[config.mk]
export PLATFORM = sky130hd
export DESIGN_NAME = regfile_write_arbiter
export DESIGN_NICKNAME = d
export VERILOG_FILES = /design/src/rtl/mips_pkg.sv /design/src/rtl/regfile_wr_fifo.sv /design/src/rtl/regfile_write_arbiter.sv
export SDC_FILE = /design/constraint.sdc
export NUM_CORES = 1
export LEC_CHECK = 0
export CORE_AREA = 4 4 110 112
export CTS_CLUSTER_SIZE = 8
export DETAILED_ROUTE_END_ITERATION = 12
export DIE_AREA = 0 0 114 116
export PLACE_DENSITY = 0.79
export SYNTH_ARGS = -nofsm -noshare
export SYNTH_HDL_FRONTEND = slang
export SYNTH_HIERARCHICAL = 1
export SYNTH_SLANG_ARGS = --single-unit
[constraint.sdc]
create_clock -name clk -period 4.3 [get_ports clk]
set_clock_uncertainty 0.1 [all_clocks]
set_input_delay 0.645 -clock clk [delete_from_list [all_inputs] [get_ports clk]]
set_output_delay 0.645 -clock clk [all_outputs]
set_load 0.01 [all_outputs]
[src/rtl/mips_pkg.sv]
// Shared constants and write-request record for the register-file write path.
package mips_pkg;

  localparam int ADDR_W = 5;
  localparam int DATA_W = 32;

  localparam logic [ADDR_W-1:0] ZERO_REG = '0;

  typedef struct packed {
    logic              valid;
    logic              kill;
    logic [ADDR_W-1:0] waddr;
    logic [DATA_W-1:0] data;
  } wr_req_t;

endpackage

[src/rtl/regfile_wr_fifo.sv]
// Small in-order buffer for MDU register writes, with per-entry WAW kill and
// per-entry destination compare for the hazard unit's busy flags.
module regfile_wr_fifo
  import mips_pkg::*;
#(
  parameter int  DATA_W = mips_pkg::DATA_W,
  parameter int  ADDR_W = mips_pkg::ADDR_W,
  parameter int  DEPTH  = 2,
  localparam int PTR_W  = $clog2(DEPTH),
  localparam int CNT_W  = $clog2(DEPTH) + 1
) (
  input  logic              clk,
  input  logic              rst_n,
  input  logic              push_i,
  input  logic [ADDR_W-1:0] push_reg_i,
  input  logic [DATA_W-1:0] push_data_i,
  input  logic              pop_i,
  input  logic              kill_i,
  input  logic [ADDR_W-1:0] kill_reg_i,
  input  logic [ADDR_W-1:0] cmp_reg1_i,
  input  logic [ADDR_W-1:0] cmp_reg2_i,
  output logic              full_o,
  output logic              empty_o,
  output logic              head_live_o,
  output logic [ADDR_W-1:0] head_reg_o,
  output logic [DATA_W-1:0] head_data_o,
  output logic [DEPTH-1:0]  match1_o,
  output logic [DEPTH-1:0]  match2_o
);

  logic [ADDR_W-1:0] reg_q  [DEPTH];
  logic [DATA_W-1:0] data_q [DEPTH];
  logic [DEPTH-1:0]  vld_q, vld_d;
  logic [DEPTH-1:0]  kill_q, kill_d;
  logic [PTR_W-1:0]  wr_ptr_q, wr_ptr_d;
  logic [PTR_W-1:0]  rd_ptr_q, rd_ptr_d;
  logic [CNT_W-1:0]  cnt_q, cnt_d;
  logic              push_ok;
  logic              pop_ok;

  assign full_o  = (cnt_q == CNT_W'(DEPTH));
  assign empty_o = (cnt_q == '0);
  assign push_ok = push_i & ~full_o;
  assign pop_ok  = pop_i & ~empty_o;

  assign head_live_o = vld_q[rd_ptr_q] & ~kill_q[rd_ptr_q];
  assign head_reg_o  = reg_q[rd_ptr_q];
  assign head_data_o = data_q[rd_ptr_q];

  always_comb begin
    vld_d    = vld_q;
    kill_d   = kill_q;
    wr_ptr_d = wr_ptr_q;
    rd_ptr_d = rd_ptr_q;
    cnt_d    = cnt_q;
    // A kill only marks entries already stored; a killed entry still drains in order.
    if (kill_i) begin
      for (int i = 0; i < DEPTH; i++) begin
        if (vld_q[i] && (reg_q[i] == kill_reg_i)) kill_d[i] = 1'b1;
      end
    end
    if (pop_ok) begin
      vld_d[rd_ptr_q]  = 1'b0;
      kill_d[rd_ptr_q] = 1'b0;
      rd_ptr_d         = rd_ptr_q + PTR_W'(1);
    end
    if (push_ok) begin
      vld_d[wr_ptr_q]  = 1'b1;
      kill_d[wr_ptr_q] = 1'b0;
      wr_ptr_d         = wr_ptr_q + PTR_W'(1);
    end
    case ({push_ok, pop_ok})
      2'b10:   cnt_d = cnt_q + CNT_W'(1);
      2'b01:   cnt_d = cnt_q - CNT_W'(1);
      default: cnt_d = cnt_q;
    endcase
  end

  always_comb begin
    match1_o = '0;
    match2_o = '0;
    for (int i = 0; i < DEPTH; i++) begin
      match1_o[i] = vld_q[i] & ~kill_q[i] & (reg_q[i] == cmp_reg1_i);
      match2_o[i] = vld_q[i] & ~kill_q[i] & (reg_q[i] == cmp_reg2_i);
    end
  end

  always_ff @(posedge clk or negedge rst_n) begin
    if (!rst_n) begin
      vld_q    <= '0;
      kill_q   <= '0;
      wr_ptr_q <= '0;
      rd_ptr_q <= '0;
      cnt_q    <= '0;
    end else begin
      vld_q    <= vld_d;
      kill_q   <= kill_d;
      wr_ptr_q <= wr_ptr_d;
      rd_ptr_q <= rd_ptr_d;
      cnt_q    <= cnt_d;
    end
  end

  // Payload needs no reset: it is only observed through the valid bits.
  always_ff @(posedge clk) begin
    if (push_ok) begin
      reg_q[wr_ptr_q]  <= push_reg_i;
      data_q[wr_ptr_q] <= push_data_i;
    end
  end

endmodule

[src/rtl/regfile_write_arbiter.sv]
// Arbitrates the register-file write port between WB (priority) and a buffered
// MDU stream, with a starvation stall and hazard busy flags for pending MDU writes.
module regfile_write_arbiter
  import mips_pkg::*;
#(
  parameter int DATA_W       = mips_pkg::DATA_W,
  parameter int ADDR_W       = mips_pkg::ADDR_W,
  parameter int FIFO_DEPTH   = 2,
  parameter int STARVE_LIMIT = 4
) (
  input  logic              clk,
  input  logic              rst_n,
  input  logic              WbWrite,
  input  logic [ADDR_W-1:0] WbReg,
  input  logic [DATA_W-1:0] WbData,
  input  logic              MduValid,
  output logic              MduReady,
  input  logic [ADDR_W-1:0] MduReg,
  input  logic [DATA_W-1:0] MduData,
  input  logic [ADDR_W-1:0] ReadReg1,
  input  logic [ADDR_W-1:0] ReadReg2,
  output logic              Busy1,
  output logic              Busy2,
  output logic              StallPipe,
  output logic [ADDR_W-1:0] WriteReg,
  output logic [DATA_W-1:0] WriteData,
  output logic              RegWrite_ctrl
);

  localparam int SCNT_W = $clog2(STARVE_LIMIT + 1);

  // Handshake: an MDU result transfers on a cycle where MduValid and MduReady
  // are both high; while Valid=1 and Ready=0 the MDU holds MduReg/MduData.

  logic                  fifo_full;
  logic                  fifo_empty;
  logic                  head_live;
  logic [ADDR_W-1:0]     head_reg;
  logic [DATA_W-1:0]     head_data;
  logic [FIFO_DEPTH-1:0] match1;
  logic [FIFO_DEPTH-1:0] match2;

  logic                  wb_grant;
  logic                  fifo_grant;
  logic                  mdu_push;
  logic                  wb_kill;

  logic                  we_q, we_d;
  logic [ADDR_W-1:0]     wreg_q, wreg_d;
  logic [DATA_W-1:0]     wdata_q, wdata_d;
  logic [SCNT_W-1:0]     starve_q, starve_d;
  logic                  stall_q, stall_d;

  assign MduReady   = ~fifo_full;
  assign wb_grant   = WbWrite & ~stall_q;
  assign fifo_grant = ~wb_grant & ~fifo_empty;
  // Writes to r0 are dropped at the door rather than occupying a slot.
  assign mdu_push   = MduValid & MduReady & (MduReg != ZERO_REG);
  assign wb_kill    = wb_grant & (WbReg != ZERO_REG);

  regfile_wr_fifo #(
    .DATA_W (DATA_W),
    .ADDR_W (ADDR_W),
    .DEPTH  (FIFO_DEPTH)
  ) u_fifo (
    .clk         (clk),
    .rst_n       (rst_n),
    .push_i      (mdu_push),
    .push_reg_i  (MduReg),
    .push_data_i (MduData),
    .pop_i       (fifo_grant),
    .kill_i      (wb_kill),
    .kill_reg_i  (WbReg),
    .cmp_reg1_i  (ReadReg1),
    .cmp_reg2_i  (ReadReg2),
    .full_o      (fifo_full),
    .empty_o     (fifo_empty),
    .head_live_o (head_live),
    .head_reg_o  (head_reg),
    .head_data_o (head_data),
    .match1_o    (match1),
    .match2_o    (match2)
  );

  assign Busy1 = (ReadReg1 != ZERO_REG) & (|match1);
  assign Busy2 = (ReadReg2 != ZERO_REG) & (|match2);

  always_comb begin
    we_d    = 1'b0;
    wreg_d  = wreg_q;
    wdata_d = wdata_q;
    if (wb_grant) begin
      we_d    = (WbReg != ZERO_REG);
      wreg_d  = WbReg;
      wdata_d = WbData;
    end else if (fifo_grant) begin
      we_d    = head_live & (head_reg != ZERO_REG);
      wreg_d  = head_reg;
      wdata_d = head_data;
    end
  end

  // Starvation: count WB wins over a waiting FIFO; the stall lasts one cycle
  // because the forced pop clears the count on the same edge.
  always_comb begin
    starve_d = starve_q;
    if (fifo_empty || fifo_grant) begin
      starve_d = '0;
    end else if (wb_grant) begin
      starve_d = starve_q + SCNT_W'(1);
    end
    stall_d = (starve_d == SCNT_W'(STARVE_LIMIT));
  end

  always_ff @(posedge clk or negedge rst_n) begin
    if (!rst_n) begin
      we_q     <= 1'b0;
      wreg_q   <= '0;
      wdata_q  <= '0;
      starve_q <= '0;
      stall_q  <= 1'b0;
    end else begin
      we_q     <= we_d;
      wreg_q   <= wreg_d;
      wdata_q  <= wdata_d;
      starve_q <= starve_d;
      stall_q  <= stall_d;
    end
  end

  assign RegWrite_ctrl = we_q;
  assign WriteReg      = wreg_q;
  assign WriteData     = wdata_q;
  assign StallPipe     = stall_q;

endmodule

After elaboration in Yosys (flattened, before gate mapping) --
Memory sizes are Yosys's and may differ from the RTL's. Index checks and enable logic that the tools add are counted.
Storage, ports and cells: register bits 50, memories kept 2, bits in writable memories 74, input bits 88
Memories:
- u_fifo.data_q | words 2, bits a word 32, read ports 1, clocked after Yosys merged registers in 0, write ports 1, line regfile_wr_fifo.sv:32 | logic [DATA_W-1:0] data_q [DEPTH];
- u_fifo.reg_q | words 2, bits a word 5, read ports 3, clocked after Yosys merged registers in 0, write ports 1, line regfile_wr_fifo.sv:31 | logic [ADDR_W-1:0] reg_q [DEPTH];
Operators by class: add/subtract/negate cells 5, bitwise operators 30, reductions and logical operators 15, muxes and demuxes 26, magnitude comparators 4, equality and inequality tests 10
Operator list (number):
- 2-to-1 mux 32 bit | 2
- equality test 5 bit | 6
- nonzero test 5 bit | 5
- bitwise AND 1 bit | 17
- 2-to-1 mux 1 bit | 12
- 2-to-1 mux 2 bit | 5
- 2-to-1 mux 5 bit | 2
- NOT 1 bit | 7
- bitwise AND 2 bit | 3
- 2-to-1 mux 3 bit | 2
- equality test 2 bit, second input constant | 2
- logical AND 1 bit | 4
- < comparator 1 x 2 -> 1 bit, second input constant | 2
- NOT 2 bit | 2
- one-hot mux 2 bit (2 select lines) | 1
- nonzero test 2 bit | 2
- OR reduction 2 bit | 2
- adder 3 x 1 -> 3 bit, second input constant | 1
- equality test 3 bit, second input constant | 1
- adder 1 bit, second input constant | 2
- adder 2 x 1 -> 2 bit, second input constant | 1
- demux 1 bit (select 1 bit) | 2
- equality test 2 x 1 -> 1 bit, second input constant | 1
- >= comparator 1 bit, second input constant | 2
- 4 further kinds | 4

Logic depth before layout (Yosys ltp) --
Gate-level depths: netlist of run 1.
depth after elaboration 9, mapped depth 10, gate-level depth less buffers 9

By module --
The synthesis of run 1 kept the hierarchy.
Modules (own cells, without submodules):
- regfile_wr_fifo | area an instance 3413.3 µm², cells each 204, instances 1, seq. area each 2422.3 µm²
- regfile_write_arbiter | area an instance 2023.2 µm², cells each 189, instances 1, seq. area each 1051.0 µm²

Least setup slack after synthesis of run 1 --
OpenSTA, ideal clock, no wires.
path type input-to-reg, start point input port MduReg[1], end point memory u_fifo.data_q[0][0] (enable), setup slack 1.169 ns, cell stages on the path 4, arrival time 2.600 ns, path through or3_1 -> o311a_1 -> nand2_1 -> nor2_1
Between the ends: cells in the longest elaborated chain, start to end 5
RTL lines:
- from (decl) | line regfile_write_arbiter.sv:18 | input logic [ADDR_W-1:0] MduReg,
- nonzero test 5 bit | line regfile_write_arbiter.sv:58 | assign mdu_push = MduValid & MduReady & (MduReg != ZERO_REG);
- bitwise AND 1 bit | line regfile_write_arbiter.sv:58
- named net mdu_push | line regfile_write_arbiter.sv:45 | logic mdu_push;
- bitwise AND 1 bit | line regfile_wr_fifo.sv:43 | assign push_ok = push_i & ~full_o;
- 2-to-1 mux 1 bit | line regfile_wr_fifo.sv:106 | if (push_ok) begin
- 2-to-1 mux 1 bit (implied by the code) | line regfile_wr_fifo.sv:108 | data_q[wr_ptr_q] <= push_data_i;
- to (decl) | line regfile_wr_fifo.sv:32
The timed path passes the listed nets, and every way through them passes these cells.

Worst setup path in the final report of run 1 --
start point input port ReadReg2[3], end point output port Busy2
Between the ends: cells in the longest elaborated chain, start to end 4, elaborated cells between the ends (all ways) 7, those cells by class eq/ne (2); bitwise (3); reduce/logical (2)
RTL lines:
- from (decl) | line regfile_write_arbiter.sv:21 | input logic [ADDR_W-1:0] ReadReg2,
- equality test 5 bit | line regfile_wr_fifo.sv:84 | match2_o[i] = vld_q[i] & ~kill_q[i] & (reg_q[i] == cmp_reg2_i);
- bitwise AND 1 bit | line regfile_wr_fifo.sv:84
- OR reduction 2 bit | line regfile_write_arbiter.sv:86 | assign Busy2 = (ReadReg2 != ZERO_REG) & (|match2);
- bitwise AND 1 bit (*) | line regfile_write_arbiter.sv:86
- to (decl) | line regfile_write_arbiter.sv:23 | output logic Busy2,
Mark *: on every way between the ends. The rest lies on a longest branch, timed or not.

==> results.ini, run 1 <==
[layout]
nFillCells = 844
postLayoutCellArea_um2 = 7370
syn_to_final_growth_pct = 35.5
diodes = 0
drive_above_1_share = 0.143
layout.nets = 617
fin_cells = 683

[drt]
dr.pass1.iters = 4
drt-initial-drc-count = 189
vias = 3542
wl_per_cell_um = 17.2
ant_nets = 0
vias_per_cell = 5.19
wirelength_um = 11700
post-route-drc-count = 0

[cts]
holdBufCountCts = 0
post_cts_buffers = 0
cts_tree = built
post_cts_resized = 0
clk_pin_slew_ns = 0.05
cts_root_buffer = clkbuf_16
numCtsBuffers = 17
cts.sinks = 124
clock_path_buffers = 2
clock_latency_ns = 0.40
htreeDepth = 4

[worst_setup_path]
cp-start-kind = primary input
crit_chain = clkdlybuf4s50_1 > or4_1 > o22a_1 > clkdlybuf4s50_1
cpMostUsedCell = clkdlybuf4s50_1
reg2regPathDepth = 7
arrival_ns = 2.33
path_buf_inv = 2
r2r-end = u_fifo/data_q[0][0]
timing.rr.start = u_fifo/cnt_q[0]
reg2reg_setup_slack_ns = 1.82
crit_end = Busy2
crit_type = in2out
slowest_delay_ns = 0.54
path_max_fanout = 3
crit_slowest_cell = or4_1
worstSetupStartpoint = ReadReg2[3]
cp-end-kind = output pin
critical_path.top_delay_family = buffers and inverters
cp.depth = 4
worst_ep_required_time_ns = 3.56

[placed_design]
pre_cts_ws_ns = 1.23
dp_hpwl_um = 8000
postPlaceCellArea_um2 = 6810
dp.cells = 651
io_buffer_count = 129
gp_congestion = 0.874

[yosys]
yosysUniqueCellTypes = 40
avgSynthCellArea_um2 = 13.8
yosysTopAreaCell = edfxtp_1
syn-num-nets = 483
synth_edf_count = 74
yosysWarnings = 6
ys_seq_elements = 124
synth-async-reset-ratio = 0.403
synth_top_area_share = 0.409
synth-seq-area-share = 0.639
syn_area_um2 = 5440
synth_ff_type = edfxtp_1
synthCells = 393
ys_top_cells_by_area = edfxtp_1, dfrtp_1, mux2_2, mux2i_1, xnor2_1

[power]
p_per_area_nw_per_um2 = 618
leakage_nw = 2.76
p_sw_frac = 0.297
pwr-share-clk = 0.292
p_switching_mw = 1.35
peakVddDrop_v = 0.000334
p_seq_frac = 0.409
combPwrFrac = 0.299
intPower_mw = 3.20

[sta]
holdWs_ns = 0.139
setup_violations = 0
tightest_slew_ns = 0.979
hold_viol = 0
fmax_mhz = 326
fin_crit_sh = 0.714
max_slew_margin = 0.347
period_needed_ns = 3.07
rsz0062_at_grt = false
drv_slew = 0
postLayoutSetupSlackWorst_ns = 1.23
finalSetupTns_ns = 0

[hold_path]
hp-class = in2async

[run_status]
status = finished clean

[floorplan]
coreArea_um2 = 11200
die_w_um = 114
die_h_um = 116
start_util = 0.484
fp-row-count = 39
dieArea_um2 = 13200
ios = 130

[global_routing]
grt_max_degree = 75
track_usage = 0.187
grt_pass1_vias = 3769
grt_pass1_wl_um = 18900
grt-ovfl-total = 0
antenna_found_initial = 0

[flow_run]
drv_cap = 0

## cell families (layout without fill, tap and decap cells)
group	after synthesis	count (layout)	share of synthesized area
flops	124	124	0.639
simple gates	77	77	0.0681
mux	73	73	0.142
compound gates	57	57	0.0608
xor+xnor	33	33	0.0532
buf+inv	27	174	0.0320
fa+ha+maj	2	2	0.00460
## final cells by class
cell class,instances,area (um2),share of cell area
clock buffer,18,429,0.0583
inverter,9,33.8,0.00459
tap,143,179,0.0243
multi-input combinational,242,1810,0.245
sequential,124,3470,0.472
clock inverter,14,129,0.0175
timing repair buffer,133,1320,0.179
## through the flow
step / power [mW] / util
4_1_cts: 4.60 / 0.656
3_5_place_dp: 3.26 / 0.607
3_3_place_gp: 3.21 / 0.607
6_report: 4.55 / 0.656
5_1_grt: 4.81 / 0.656
2_1_floorplan: 2.71 / -
## cell usage after synthesis (2+ instances only)
cell / n
edfxtp_1: 74
dfrtp_1: 50
nand2_1: 44
o21ai_0: 39
mux2i_1: 38
mux2_2: 35
xnor2_1: 24
xor2_1: 9
inv_1: 8
nor3_1: 8
buf_6: 6
nor2_1: 6
buf_2: 5
buf_4: 5
a21oi_1: 4
nand4_1: 4
o21ai_1: 3
a21o_1: 2
a41oi_1: 2
clkbuf_2: 2
ha_1: 2
nand2b_1: 2
nor2b_1: 2
o22a_1: 2
or4_1: 2
## cells in the final DEF, fill, tap and decap left out, types with 4 or more instances in the layout
master	instances
nand2_1	44
xnor2_1	24
dfrtp_1	49
edfxtp_1	74
a21oi_1	4
clkbuf_16	17
nand4_1	4
clkinv_1	4
xor2_1	9
buf_4	4
nor3_1	8
mux2_2	35
mux2i_1	38
o21ai_0	39
inv_1	8
clkinvlp_4	4
clkdlybuf4s50_1	128
nor2_1	4
## state kept, by name, summed over array words and instances, names as in the netlist, 2 cells and up
signal and cells:
u_fifo/data_q 64, WriteData 32, u_fifo/reg_q 10, WriteReg 5
starve_q 3, u_fifo/cnt_q 2, u_fifo/kill_q 2, u_fifo/vld_q 2
## worst min-delay path by stage
stage	endpoint	cells past startpoint	slack [ns]
floorplan	RegWrite_ctrl	0	0.25
global placement	starve_q[0]	1	0.35
detailed placement	starve_q[0]	1	0.36
CTS	WriteData[13]	1	0.14
global route	WriteData[13]	1	0.17
finish	WriteData[13]	1	0.14
## power by group through the flow
stage / clock, mW / sequential [mW] / combinational (mW)
2_1_floorplan: 0 / 1.81 / 0.897
5_1_grt: 1.42 / 1.90 / 1.48
4_1_cts: 1.36 / 1.86 / 1.38
3_5_place_dp: 0 / 1.88 / 1.37
3_3_place_gp: 0 / 1.87 / 1.34
6_report: 1.33 / 1.86 / 1.36
## metal layers
layer,track usage,part of all wire,vias up,wire length [um]
met4,0.0641,0.011,0,132
met1,0.224,0.41,1741,4830
li1,-,-,1689,-
met5,0,0,-,0
met2,0.324,0.52,100,6140
met3,0.0569,0.055,12,651
(Power assumes the default switching activity.)
==> inputs of run 2 (changes only) <==
==> constraint.sdc (replaced) <==
create_clock -name clk -period 2.9 [get_ports clk]
set_clock_uncertainty 0.1 [all_clocks]
set_input_delay 0.435 -clock clk [delete_from_list [all_inputs] [get_ports clk]]
set_output_delay 0.435 -clock clk [all_outputs]
set_load 0.01 [all_outputs]
==> results.ini, run 2 (synthesis results as in run 1) <==
[sta]
hold_viol = 0  ; unchanged
setup_violations = 0  ; unchanged
period_needed_ns = 2.70
finalSetupTns_ns = 0  ; unchanged
fmax_mhz = 370
holdWs_ns = 0.194  ; +0.0545 ns
rsz0062_at_grt = false
drv_slew = 0  ; unchanged
max_slew_margin = 0.199  ; -0.148
tightest_slew_ns = 1.20  ; +0.222 ns
fin_crit_sh = 0.931

[drt]
wirelength_um = 11900  ; +1.3%
vias = 3524  ; -0.51%
wl_per_cell_um = 17.3  ; +0.75%
drt-initial-drc-count = 175  ; -7.4%
dr.pass1.iters = 4  ; unchanged
post-route-drc-count = 0  ; unchanged
ant_nets = 0  ; unchanged
vias_per_cell = 5.13  ; -1.1%

[placed_design]
io_buffer_count = 129  ; unchanged
dp_hpwl_um = 8440  ; +5.6%
gp_congestion = 0.872  ; -0.29%
dp.cells = 655  ; +0.61%

[power]
p_sw_frac = 0.296  ; -0.000887
p_per_area_nw_per_um2 = 921  ; +49%
peakVddDrop_v = 0.000546  ; +63%
combPwrFrac = 0.312  ; +0.013
leakage_nw = 2.80  ; +1.4%
pwr-share-clk = 0.293  ; about the same
p_switching_mw = 2.02  ; +49%
p_total_mw = 6.82  ; +50%
p_seq_frac = 0.395  ; -0.014
intPower_mw = 4.80  ; +50%

[flow_run]
drv_cap = 0  ; unchanged

[layout]
layout_common_cells = clkdlybuf4s50_1, edfxtp_1, dfrtp_1, nand2_1, o21ai_0
nFillCells = 836  ; -0.95%
multiInputGateArea_um2 = 1810  ; unchanged
diodes = 0  ; unchanged
layout_commonest_cell = clkdlybuf4s50_1
regMostFlops = u_fifo/data_q
register_area_um2 = 3470  ; unchanged
drive_above_1_share = 0.154  ; +0.0118
fin_cells = 687  ; +0.59%
postLayoutCoreUtil = 0.660  ; +0.00368
syn_to_final_growth_pct = 36.3
layout.nets = 621  ; +0.65%
largest_reg_flops = 64  ; unchanged

[cts]
numCtsBuffers = 17  ; unchanged
cts_tree = built
post_cts_resized = 0  ; unchanged
clock_path_buffers = 2  ; unchanged
post_cts_buffers = 0  ; unchanged
htreeDepth = 4  ; unchanged
cts_root_buffer = clkbuf_16
cts.sinks = 124  ; unchanged
clock_latency_ns = 0.40  ; about the same
clk_pin_slew_ns = 0.05  ; about the same
holdBufCountCts = 0  ; unchanged

[global_routing]
grt_pass1_vias = 3757  ; -0.32%
grt_pass1_wl_um = 18800  ; -0.87%
grt_max_degree = 75  ; unchanged
antenna_found_initial = 0  ; unchanged
track_usage = 0.186  ; -0.00123
grt-ovfl-total = 0  ; unchanged

[worst_setup_path]
path_max_fanout = 3  ; unchanged
arrival_ns = 2.17  ; -0.16 ns
worst_ep_required_time_ns = 2.37  ; -1.19 ns
reg2reg_setup_slack_ns = 0.75  ; -1.07 ns
crit_type = in2out
cp-end-kind = output pin
cp-start-kind = primary input

[floorplan]
coreArea_um2 = 11200  ; unchanged
start_util = 0.484  ; unchanged
ios = 130  ; unchanged
die_w_um = 114  ; unchanged
dieArea_um2 = 13200  ; unchanged
die_h_um = 116  ; unchanged
fp-row-count = 39  ; unchanged

[hold_path]
hp-class = in2async

[run_status]
status = finished clean

==> run 2: changes by cell type in the layout (fill, tap and decap cells not counted) <==
cell        previous run  this run
clkbuf_8               0         1
clkinv_1               4         0
clkinv_2               3         6
clkinvlp_4             4         2
buf_4                  4         8
clkbuf_1               1         2
clkinv_4               1         2
==> run 2: area by class of cell <==
class / instances / area share
timing repair buffer: 137 / 0.182
tap: 143 / 0.0242
multi-input combinational: 242 / 0.244
inverter: 9 / 0.00456
clock buffer: 20 / 0.0603
sequential: 124 / 0.469
clock inverter: 12 / 0.0166
==> run 2: worst paths after layout <==
kind / start / end / cells past startpoint
max: ReadReg1[1] / Busy1 / 6
min: rst_n / WriteData[13] / 1
max reg2reg: u_fifo/cnt_q[0] / u_fifo/cnt_q[1] / 9
min reg2reg: starve_q[0] / starve_q[0] / 1
max in group asynchronous: rst_n / u_fifo/rd_ptr_q / 1
min in group clk: starve_q[0] / starve_q[0] / 1
==> run 2: per-stage QoR <==
stage                     worst slack (ns)  area (um2)
final                                0.199        7410
after global routing                0.0805        7410
after CTS                            0.196        7410
after detailed placement             0.201        6840
after global placement               0.279        6840
after floorplan                      0.381        5440
==> run 2: metal layers <==
metal	part of all wire	track usage	vias up
li1	-	-	1705
met5	0	0	-
met4	0.014	0.0721	0
met3	0.042	0.0496	14
met1	0.41	0.213	1717
met2	0.53	0.333	88
==> run 2: worst max-delay path, stage by stage <==
cell             delay [ns]
clkdlybuf4s50_1        0.56
xnor2_1                0.15
nand4_1                0.11
nor3_1                 0.20
o22a_1                 0.17
clkdlybuf4s50_1        0.54
==> run 2: power by group through the flow <==
stage | registers [mW] | logic [mW] | clock network (mW)
floorplan | 2.68 | 1.33 | 0
global placement | 2.70 | 2.09 | 0
detailed placement | 2.73 | 2.14 | 0
CTS | 2.70 | 2.16 | 2.04
global route | 2.75 | 2.32 | 2.11
finish | 2.69 | 2.13 | 2.00
==> variant, RTL diff (settings of run 1) <==
Change the package constant `ZERO_REG` from '0 to 1.
--- a/src/rtl/mips_pkg.sv
+++ b/src/rtl/mips_pkg.sv
@@ -6,3 +6,3 @@
 
-  localparam logic [ADDR_W-1:0] ZERO_REG = '0;
+  localparam logic [ADDR_W-1:0] ZERO_REG = 1;
 
Behaviour: not the same (a bounded check fails within 4 cycles, from zero or initial values and one cycle with rst_n low).
==> variant against run 1 <==
First-iteration DRC count did not move; sequential cell count did not move; fmax fell by 3.3%; area after synthesis rose by 0.16%; cell count fell by 0.15%; worst hold slack improved by 0.0065 ns; routed wire length rose by 2.5%; setup slack got worse by 0.11 ns; via count rose by 0.25%; total power fell by 0.75%; die area did not move; cell area did not move.
==> variant: results (changes against run 1) <==
* Post-synth EDFFs at 74 (unchanged)
* Drt pass-1 iters at 4 (unchanged)
* Slew margin rel. at 34.16% (was 34.71%)
* Clk_lat worst skew at 0.39 ns
* Cts repair resizes at 0 (unchanged)
* Most flop-heavy register: u_fifo/data_q (unchanged)
* Cell-internal power at 3155 uW (was 3197 uW)
* Reg2Reg Setup Slack at 1.83 ns
* Pin count of the biggest net entering global routing at 75 (unchanged)
* Initial DRC Count at 189 (unchanged)
* Clk slew on worst S/H paths at 0.06 ns
* Vias in the first global route at 3,765 (was 3,769)
* Number of vias per cell at 5.207 (was 5.186)
* Post-Synth Adder-Cell Area at 0.4596% (was 0.4603%)
* Leak at 0.002769 uW (was 0.002761 uW)
* First-pass GRT wire length at 19,050 um (was 18,930 um)
* Synth cell count leaders: 74 x edfxtp_1, 50 x dfrtp_1, 43 x nand2_1 (was 74 x edfxtp_1, 50 x dfrtp_1, 44 x nand2_1)
* HPWL after detailed placement at 8199 um (was 7999 um)
* Peak VDD IR at 0.4127 mV (was 0.3343 mV)
* H-tree depth at 4 (unchanged)
* Mux share of post-synthesis cell area at 14.22% (was 14.25%)
* Post-route ant nets at 0 (unchanged)
* WL/cell at 17.66 um (was 17.20 um)
* # diodes at 0 (unchanged)
* Initial antenna violation count at 0 (unchanged)
* Compound-cell area share of the yosys netlist at 6.089% (was 6.076%)
* Critical Path AT at 2.43 ns (was 2.33 ns)
* Port buffer count at 129 (unchanged)
* Status: finished, final reports clean (unchanged)
* Clock root buffer: clkbuf_16 (unchanged)
* Yosys cell types at 42 (was 40)
* Syn Nets at 482 (was 483)
* Top post-synthesis cells by area: edfxtp_1 41%, dfrtp_1 23%, mux2_2 7.2% (unchanged)
* Synthesis Warnings at 6 (unchanged)
* Synth async-reset ratio at 40.32% (unchanged)
* Final Wtd Congestion at 0.8191 (was 0.8741)
* Overall global routing resource usage at 18.87% (was 18.73%)
* Hold WC Path Type: in -> async (unchanged)
* Synth Area in XOR/XNOR at 5.308% (was 5.316%)
* Worst path slowest cell: clkdlybuf4s50_1 (was or4_1)
* CP peak stage delay at 0.53 ns
* CTS max path bufs at 2 (unchanged)
* Register area share after synthesis at 63.79% (was 63.89%)
* Fin nets at 616 (was 617)
* Share of post-route cells with drive strength above 1 at 14.47% (was 14.26%)
[variant: path summary, 6_finish.rpt]
path,from,cells past startpoint,end
setup reg to reg,u_fifo/cnt_q[0]$_DFFE_PN0P_,7,u_fifo/data_q[0][15]$_DFFE_PP_
hold / removal,rst_n,1,WriteData[13]$_DFFE_PN0P_
max in group asynchronous,rst_n,2,u_fifo/rd_ptr_q$_DFFE_PN0P_
hold reg to reg,starve_q[0]$_DFF_PN0_,1,starve_q[0]$_DFF_PN0_
setup / recovery,ReadReg1[4],6,Busy1
min in group clk,starve_q[0]$_DFF_PN0_,1,starve_q[0]$_DFF_PN0_
[variant: logic make-up (layout without fill, tap and decap cells)]
kind of cell,count (synthesis),in the layout
mux,73,73
fa+ha+maj,2,2
xor+xnor,33,33
simple gates,75,75
compound gates,57,57
flops,124,124
buf+inv,28,175
[variant: routing by layer]
metal	wire, um	vias to the layer above	global-route usage, %
met3	545	10	4.648
met4	117	0	6.651
li1	-	1694	-
met5	0	-	0
met2	6198	103	32.32
met1	5181	1744	23.45
[variant: worst max-delay path: cells and delay by family]
family,cells,cell delay [ns]
AO/OA/AOI/OAI,1,0.17
XOR/XNOR,1,0.27
AND/OR/NAND/NOR,2,0.32
buffers and inverters,2,1.01
[variant: metrics by stage]
stage / setup WS, ns / cell area, um^2 / hold slack [ns] / std cells
after floorplan: 1.111 / 5445 / 0.2494 / 392
after global placement: 1.255 / 6830 / 0.3439 / 650
after detailed placement: 1.172 / 6830 / 0.3710 / 650
after CTS: 1.167 / 7367 / 0.1517 / 682
after global routing: 1.099 / 7367 / 0.1702 / 682
final: 1.124 / 7367 / 0.1456 / 682
[variant: power groups by stage]
| stage | sequential, uW | combinational [uW] | clock [uW] |
|---|---|---|---|
| after floorplan | 1810 | 894 | 0 |
| after global placement | 1870 | 1360 | 0 |
| after detailed placement | 1890 | 1390 | 0 |
| after CTS | 1860 | 1400 | 1300 |
| after global routing | 1900 | 1510 | 1370 |
| final | 1860 | 1380 | 1270 |
[variant: cell type report]
class                      instances  area, um^2
tap                              143       178.9
sequential                       124        3475
timing repair buffer             133        1329
fill                             853        3856
inverter                          10       37.54
clock buffer                      20       436.7
multi-input combinational        240        1810
clock inverter                    12       100.1
